[config.mk]
export PLATFORM = sky130hd
export DESIGN_NAME = retospect_lif_core
export DESIGN_NICKNAME = d
export VERILOG_FILES = /design/src/rtl/retospect_lif_core.sv
export SDC_FILE = /design/constraint.sdc
export NUM_CORES = 1
export LEC_CHECK = 0
export ABC_AREA = 1
export CAP_MARGIN = 20
export CORE_MARGIN = 2
export CORE_UTILIZATION = 55
export CTS_BUF_LIST = sky130_fd_sc_hd__clkbuf_16
export CTS_CLUSTER_DIAMETER = 40
export DETAILED_ROUTE_END_ITERATION = 8
export PLACE_DENSITY = 0.83
export SYNTH_ARGS = -nofsm -noshare
export SYNTH_HDL_FRONTEND = slang
export SYNTH_SLANG_ARGS = --single-unit
[constraint.sdc]
create_clock -name clk -period 7.85 [get_ports clk]
set_input_delay 0.785 -clock clk [delete_from_list [all_inputs] [get_ports clk]]
set_output_delay 0.785 -clock clk [all_outputs]
set_load 0.01 [all_outputs]
[src/rtl/retospect_lif_core.sv]
// Leaky integrate-and-fire core for one neuron tile: integrates four weighted
// spike lines into a membrane potential, fires at threshold, then goes refractory.
module retospect_lif_core #(
    parameter int WEIGHT_W = 3,
    parameter int POT_W    = 6,
    parameter int REFRACT  = 2
) (
    input  logic                clk,
    input  logic                rst_n,
    input  logic                reset_nn,
    input  logic                run_en,
    input  logic [WEIGHT_W-1:0] w1,
    input  logic [WEIGHT_W-1:0] w2,
    input  logic [WEIGHT_W-1:0] w3,
    input  logic [WEIGHT_W-1:0] w4,
    input  logic [3:0]          u_t,
    input  logic [2:0]          decay_sel,
    input  logic [7:0]          clockbus,
    input  logic [3:0]          spike_in,
    output logic                spike_out,
    output logic [POT_W-1:0]    potential,
    output logic                refractory,
    output logic [7:0]          spike_count
);

    typedef enum logic {INTEGRATE = 1'b0, REFRACTORY = 1'b1} state_t;

    localparam int              SUM_W     = POT_W + 2;
    localparam logic [3:0]      REFRACT_C = 4'(REFRACT);
    localparam logic [POT_W-1:0] POT_MAX  = {POT_W{1'b1}};

    function automatic logic signed [SUM_W-1:0] sext_w(input logic [WEIGHT_W-1:0] w);
        return {{(SUM_W-WEIGHT_W){w[WEIGHT_W-1]}}, w};
    endfunction

    state_t             state_r, state_nxt_s;
    logic [3:0]         rcnt_r, rcnt_nxt_s;
    logic [POT_W-1:0]   pot_r, pot_nxt_s;
    logic               spike_r, spike_nxt_s;
    logic [7:0]         cnt_r, cnt_nxt_s;

    logic signed [SUM_W-1:0] sum_s;
    logic signed [SUM_W-1:0] raw_s;
    logic [POT_W-1:0]        clamp_s;
    logic                    dec_s;
    logic                    fire_s;

    // Weighted spike sum, leak, saturating clamp and threshold test.
    always_comb begin
        dec_s = clockbus[decay_sel];
        sum_s = (spike_in[0] ? sext_w(w1) : {SUM_W{1'b0}})
              + (spike_in[1] ? sext_w(w2) : {SUM_W{1'b0}})
              + (spike_in[2] ? sext_w(w3) : {SUM_W{1'b0}})
              + (spike_in[3] ? sext_w(w4) : {SUM_W{1'b0}});
        raw_s = $signed({2'b00, pot_r}) - $signed({{(SUM_W-1){1'b0}}, dec_s}) + sum_s;
        if (raw_s[SUM_W-1]) begin
            clamp_s = {POT_W{1'b0}};
        end else if (raw_s > $signed({2'b00, POT_MAX})) begin
            clamp_s = POT_MAX;
        end else begin
            clamp_s = raw_s[POT_W-1:0];
        end
        fire_s = (clamp_s >= {{(POT_W-4){1'b0}}, u_t});
    end

    // Next-state logic: network reset, freeze, integrate or count down refractory.
    always_comb begin
        state_nxt_s = state_r;
        rcnt_nxt_s  = rcnt_r;
        pot_nxt_s   = pot_r;
        cnt_nxt_s   = cnt_r;
        spike_nxt_s = 1'b0;
        if (reset_nn) begin
            state_nxt_s = INTEGRATE;
            rcnt_nxt_s  = 4'd0;
            pot_nxt_s   = {POT_W{1'b0}};
            cnt_nxt_s   = 8'd0;
        end else if (!run_en) begin
            spike_nxt_s = 1'b0;
        end else begin
            case (state_r)
                INTEGRATE: begin
                    if (fire_s) begin
                        pot_nxt_s   = {POT_W{1'b0}};
                        spike_nxt_s = 1'b1;
                        cnt_nxt_s   = (cnt_r == 8'hFF) ? cnt_r : cnt_r + 8'd1;
                        if (REFRACT_C != 4'd0) begin
                            state_nxt_s = REFRACTORY;
                            rcnt_nxt_s  = REFRACT_C;
                        end else begin
                            state_nxt_s = INTEGRATE;
                        end
                    end else begin
                        pot_nxt_s = clamp_s;
                    end
                end
                REFRACTORY: begin
                    pot_nxt_s  = {POT_W{1'b0}};
                    rcnt_nxt_s = rcnt_r - 4'd1;
                    if (rcnt_r == 4'd1) begin
                        state_nxt_s = INTEGRATE;
                    end else begin
                        state_nxt_s = REFRACTORY;
                    end
                end
                default: begin
                    state_nxt_s = INTEGRATE;
                    rcnt_nxt_s  = 4'd0;
                    pot_nxt_s   = {POT_W{1'b0}};
                end
            endcase
        end
    end

    // State and output registers.
    always_ff @(posedge clk or negedge rst_n) begin
        if (!rst_n) begin
            state_r <= INTEGRATE;
            rcnt_r  <= 4'd0;
            pot_r   <= {POT_W{1'b0}};
            spike_r <= 1'b0;
            cnt_r   <= 8'd0;
        end else begin
            state_r <= state_nxt_s;
            rcnt_r  <= rcnt_nxt_s;
            pot_r   <= pot_nxt_s;
            spike_r <= spike_nxt_s;
            cnt_r   <= cnt_nxt_s;
        end
    end

    assign spike_out   = spike_r;
    assign potential   = pot_r;
    assign refractory  = (state_r == REFRACTORY);
    assign spike_count = cnt_r;

endmodule

==> results.py <==
metrics = {
    "run_status": {
        "outcome": "finished clean",
    },
    "grt": {
        "met2_usage_pct": 44.9,
        "grt_start_max_net_pins": 21,
        "grt_pass1_wl_um": 8330,
        "grt_pass1_vias": 1940,
        "antenna_found_initial": 0,
        "gr-total-overflow": 0,
        "grtUsageMet1_pct": 29.1,
        "grt.busiest_layer": "met2",
        "grtUsageTotal_pct": 24.3,
        "met3_usage_pct": 4.22,
    },
    "detailed_routing": {
        "viasPerCell": 5.09,
        "firstDrtPassIters": 6,
        "ant_nets": 0,
        "wl_um": 4870,
        "drt_iter0_markers": 47,
        "routed-via-count": 1938,
        "drc": 0,
        "wl_per_cell_um": 12.8,
    },
    "critical_path": {
        "max_stage_delay_ps": 650,
        "cp.required_ps": 8000,
        "r2r.worst_path.cells": 28,
        "crit_type": "input port to register",
        "reg2reg_to": "spike_count[3]",
        "crit_top_cell": "nand2_1",
        "path_buf_inv": 6,
        "r2r-start": "potential[0]",
        "cp_max_fo": 14,
        "rrSetupSlack_ps": 3600,
        "path_delay_family": "adder cells",
        "crit_arrival_ps": 5910,
        "crit_path_start_kind": "input port",
        "crit_path_top_delay_cell": "fa_1",
        "end_kind": "register",
    },
    "synthesis": {
        "synth-main-ff-cell": "dfrtp_1",
        "synth_edf_count": 0,
        "synth.most_common_cell": "nand2_1",
        "yosysWarnings": 0,
        "synth-async-reset-ratio_pct": 100,
        "synth.distinct_cells": 32,
        "syn_area_sq_um": 2150,
        "ys_seq_area_share_pct": 23.3,
        "syn_nets": 347,
        "syn_avg_cell_area_sq_um": 7.63,
        "yosys.area.top_type": "dfrtp_1",
        "synth_top_cell_area_share_pct": 23.3,
        "synth_common_cells": "nand2_1 (66), inv_1 (54), dfrtp_1 (20), nor2_1 (20)",
        "synth_cells": 282,
        "ys_top_cells_by_area": "dfrtp_1 (23%), fa_1 (12%), nand2_1 (12%), ha_1 (9.9%), inv_1 (9.4%)",
        "ys_ff_latch": 20,
    },
    "cells_and_area": {
        "fin_cells": 381,
        "area_delta_synth_final_pct": 29.7,
        "drive_gt1_share_pct": 11.7,
        "antenna_cells": 0,
        "layout.nets": 399,
    },
    "floorplanning": {
        "die_w_um": 66.6,
        "initial_core_util_pct": 57.9,
        "rows": 22,
        "fp.dieH_um": 66.6,
        "io-pin-count": 51,
        "core_region_area_sq_um": 3720,
        "die-area_sq_um": 4430,
    },
    "clock_network": {
        "cts.sinks": 20,
        "cts.clk_slew.worst_paths_ps": 60,
        "clkLatencyLatePin_ps": 250,
        "cts_root_buf": "clkbuf_16",
        "postCtsHoldBufs": 0,
        "cts_setup_buffers": 0,
        "cts_made_buffers": 3,
        "cts.repair.resized": 0,
        "cts_tree": "built",
        "cts_max_level": 1,
        "clk_path_buf_depth": 2,
    },
    "place": {
        "place.gp.congestion": 0.820,
        "place_hpwl_um": 3950,
        "dp.cells": 377,
        "io_buffers": 50,
    },
    "timing": {
        "skew_ps": 1.70,
        "worstMarginPinSlew_ps": 910,
        "drv_slew": 0,
        "rsz0062_at_grt": "false",
        "finalCriticalPeriod_ps": 5770,
        "setup_viol": 0,
        "fmax_mhz": 173,
        "maxSlewHeadroom_pct": 39.1,
        "hold_viol": 0,
        "fin_crit_sh_pct": 73.5,
        "setup_tns_ps": 0,
    },
    "worst_hold_path": {
        "hold_start": "rcnt_r[1]",
        "hold_path_class": "register to register",
        "whs_path_depth": 2,
        "hold_end": "rcnt_r[1]",
    },
    "job": {
        "max-cap-violations": 0,
    },
}
state kept, by name, summed over array words and instances, names as in the netlist:
register     flops
spike_out        1
spike_count      8
potential        6
refractory       1
rcnt_r           4
routing by layer:
metal / routed length, um / share of wire [%]
met1: 2050 / 42
met2: 2460 / 50
met3: 332 / 6.8
met4: 25 / 0.51
met5: 0 / 0
worst max path at each step:
| stage | depth (start not counted) | from | to | slack (ps) |
|---|---|---|---|---|
| final | 26 | spike_in[0] | spike_count[3] | 2080 |
| after global routing | 26 | spike_in[0] | spike_count[3] | 1730 |
| after CTS | 26 | spike_in[0] | spike_count[3] | 2070 |
| after detailed placement | 26 | spike_in[0] | spike_count[3] | 1860 |
| after global placement | 26 | spike_in[0] | spike_count[3] | 1990 |
| after floorplan | 25 | spike_in[0] | spike_count[6] | 2780 |
through the flow:
step	hold slack (ps)	util (%)	instance area, sq um	setup WS [ps]
global route	509	75.1	2790	1730
finish	486	75.1	2790	2080
detailed placement	469	72.3	2690	1860
floorplan	442	-	2150	2780
CTS	482	75.1	2790	2070
global placement	457	72.3	2690	1990
logic make-up (layout without fill, tap and decap cells):
| logic type | count (synthesis) | in the layout | synth area share, % |
|---|---|---|---|
| DFF | 20 | 20 | 23.3 |
| buffers and inverters | 60 | 111 | 11.2 |
| xor gates and xnor gates | 11 | 11 | 4.48 |
| adders and majority gates | 30 | 30 | 22.0 |
| AOI/OAI and AO/OA | 24 | 24 | 7.56 |
| and+or+nand+nor | 136 | 136 | 31.0 |
| muxes | 1 | 1 | 0.523 |
placed cells by master (no fill, tap or decap), types with 2 or more instances in the layout:
master            n
a21oi_2           3
nand2_1          66
xnor2_1           4
clkbuf_16         3
o21ai_1           2
clkdlybuf4s50_1  50
nand2_2          11
nor3_1            6
o22ai_1           4
nand3_1          17
fa_1             13
ha_1             17
inv_1            54
o21ai_0           3
or2_2             2
o32ai_1           2
a21oi_1           5
inv_2             3
xor2_1            7
dfrtp_1          20
nand3_2           2
nand2_4           5
nor2_1           20
o21ai_2           5
final cells by class:
type | count | area (sq um)
clock buffers | 3 | 75.1
clock inverters | 1 | 30.0
fillers | 276 | 926
inverters | 57 | 214
multi-input cells | 202 | 1410
flip-flops and latches | 20 | 500
well taps | 48 | 60.1
repair buffers | 50 | 500
tightest hold or removal path, cell delays in order, from the launching register on:
cell     delay (ps)
dfrtp_1         350
nand2_1          60
nand2_1          50
Power is left out: the tool's default activity adds up to more than one toggle a clock period on the data nets, which glitch-free logic cannot reach.
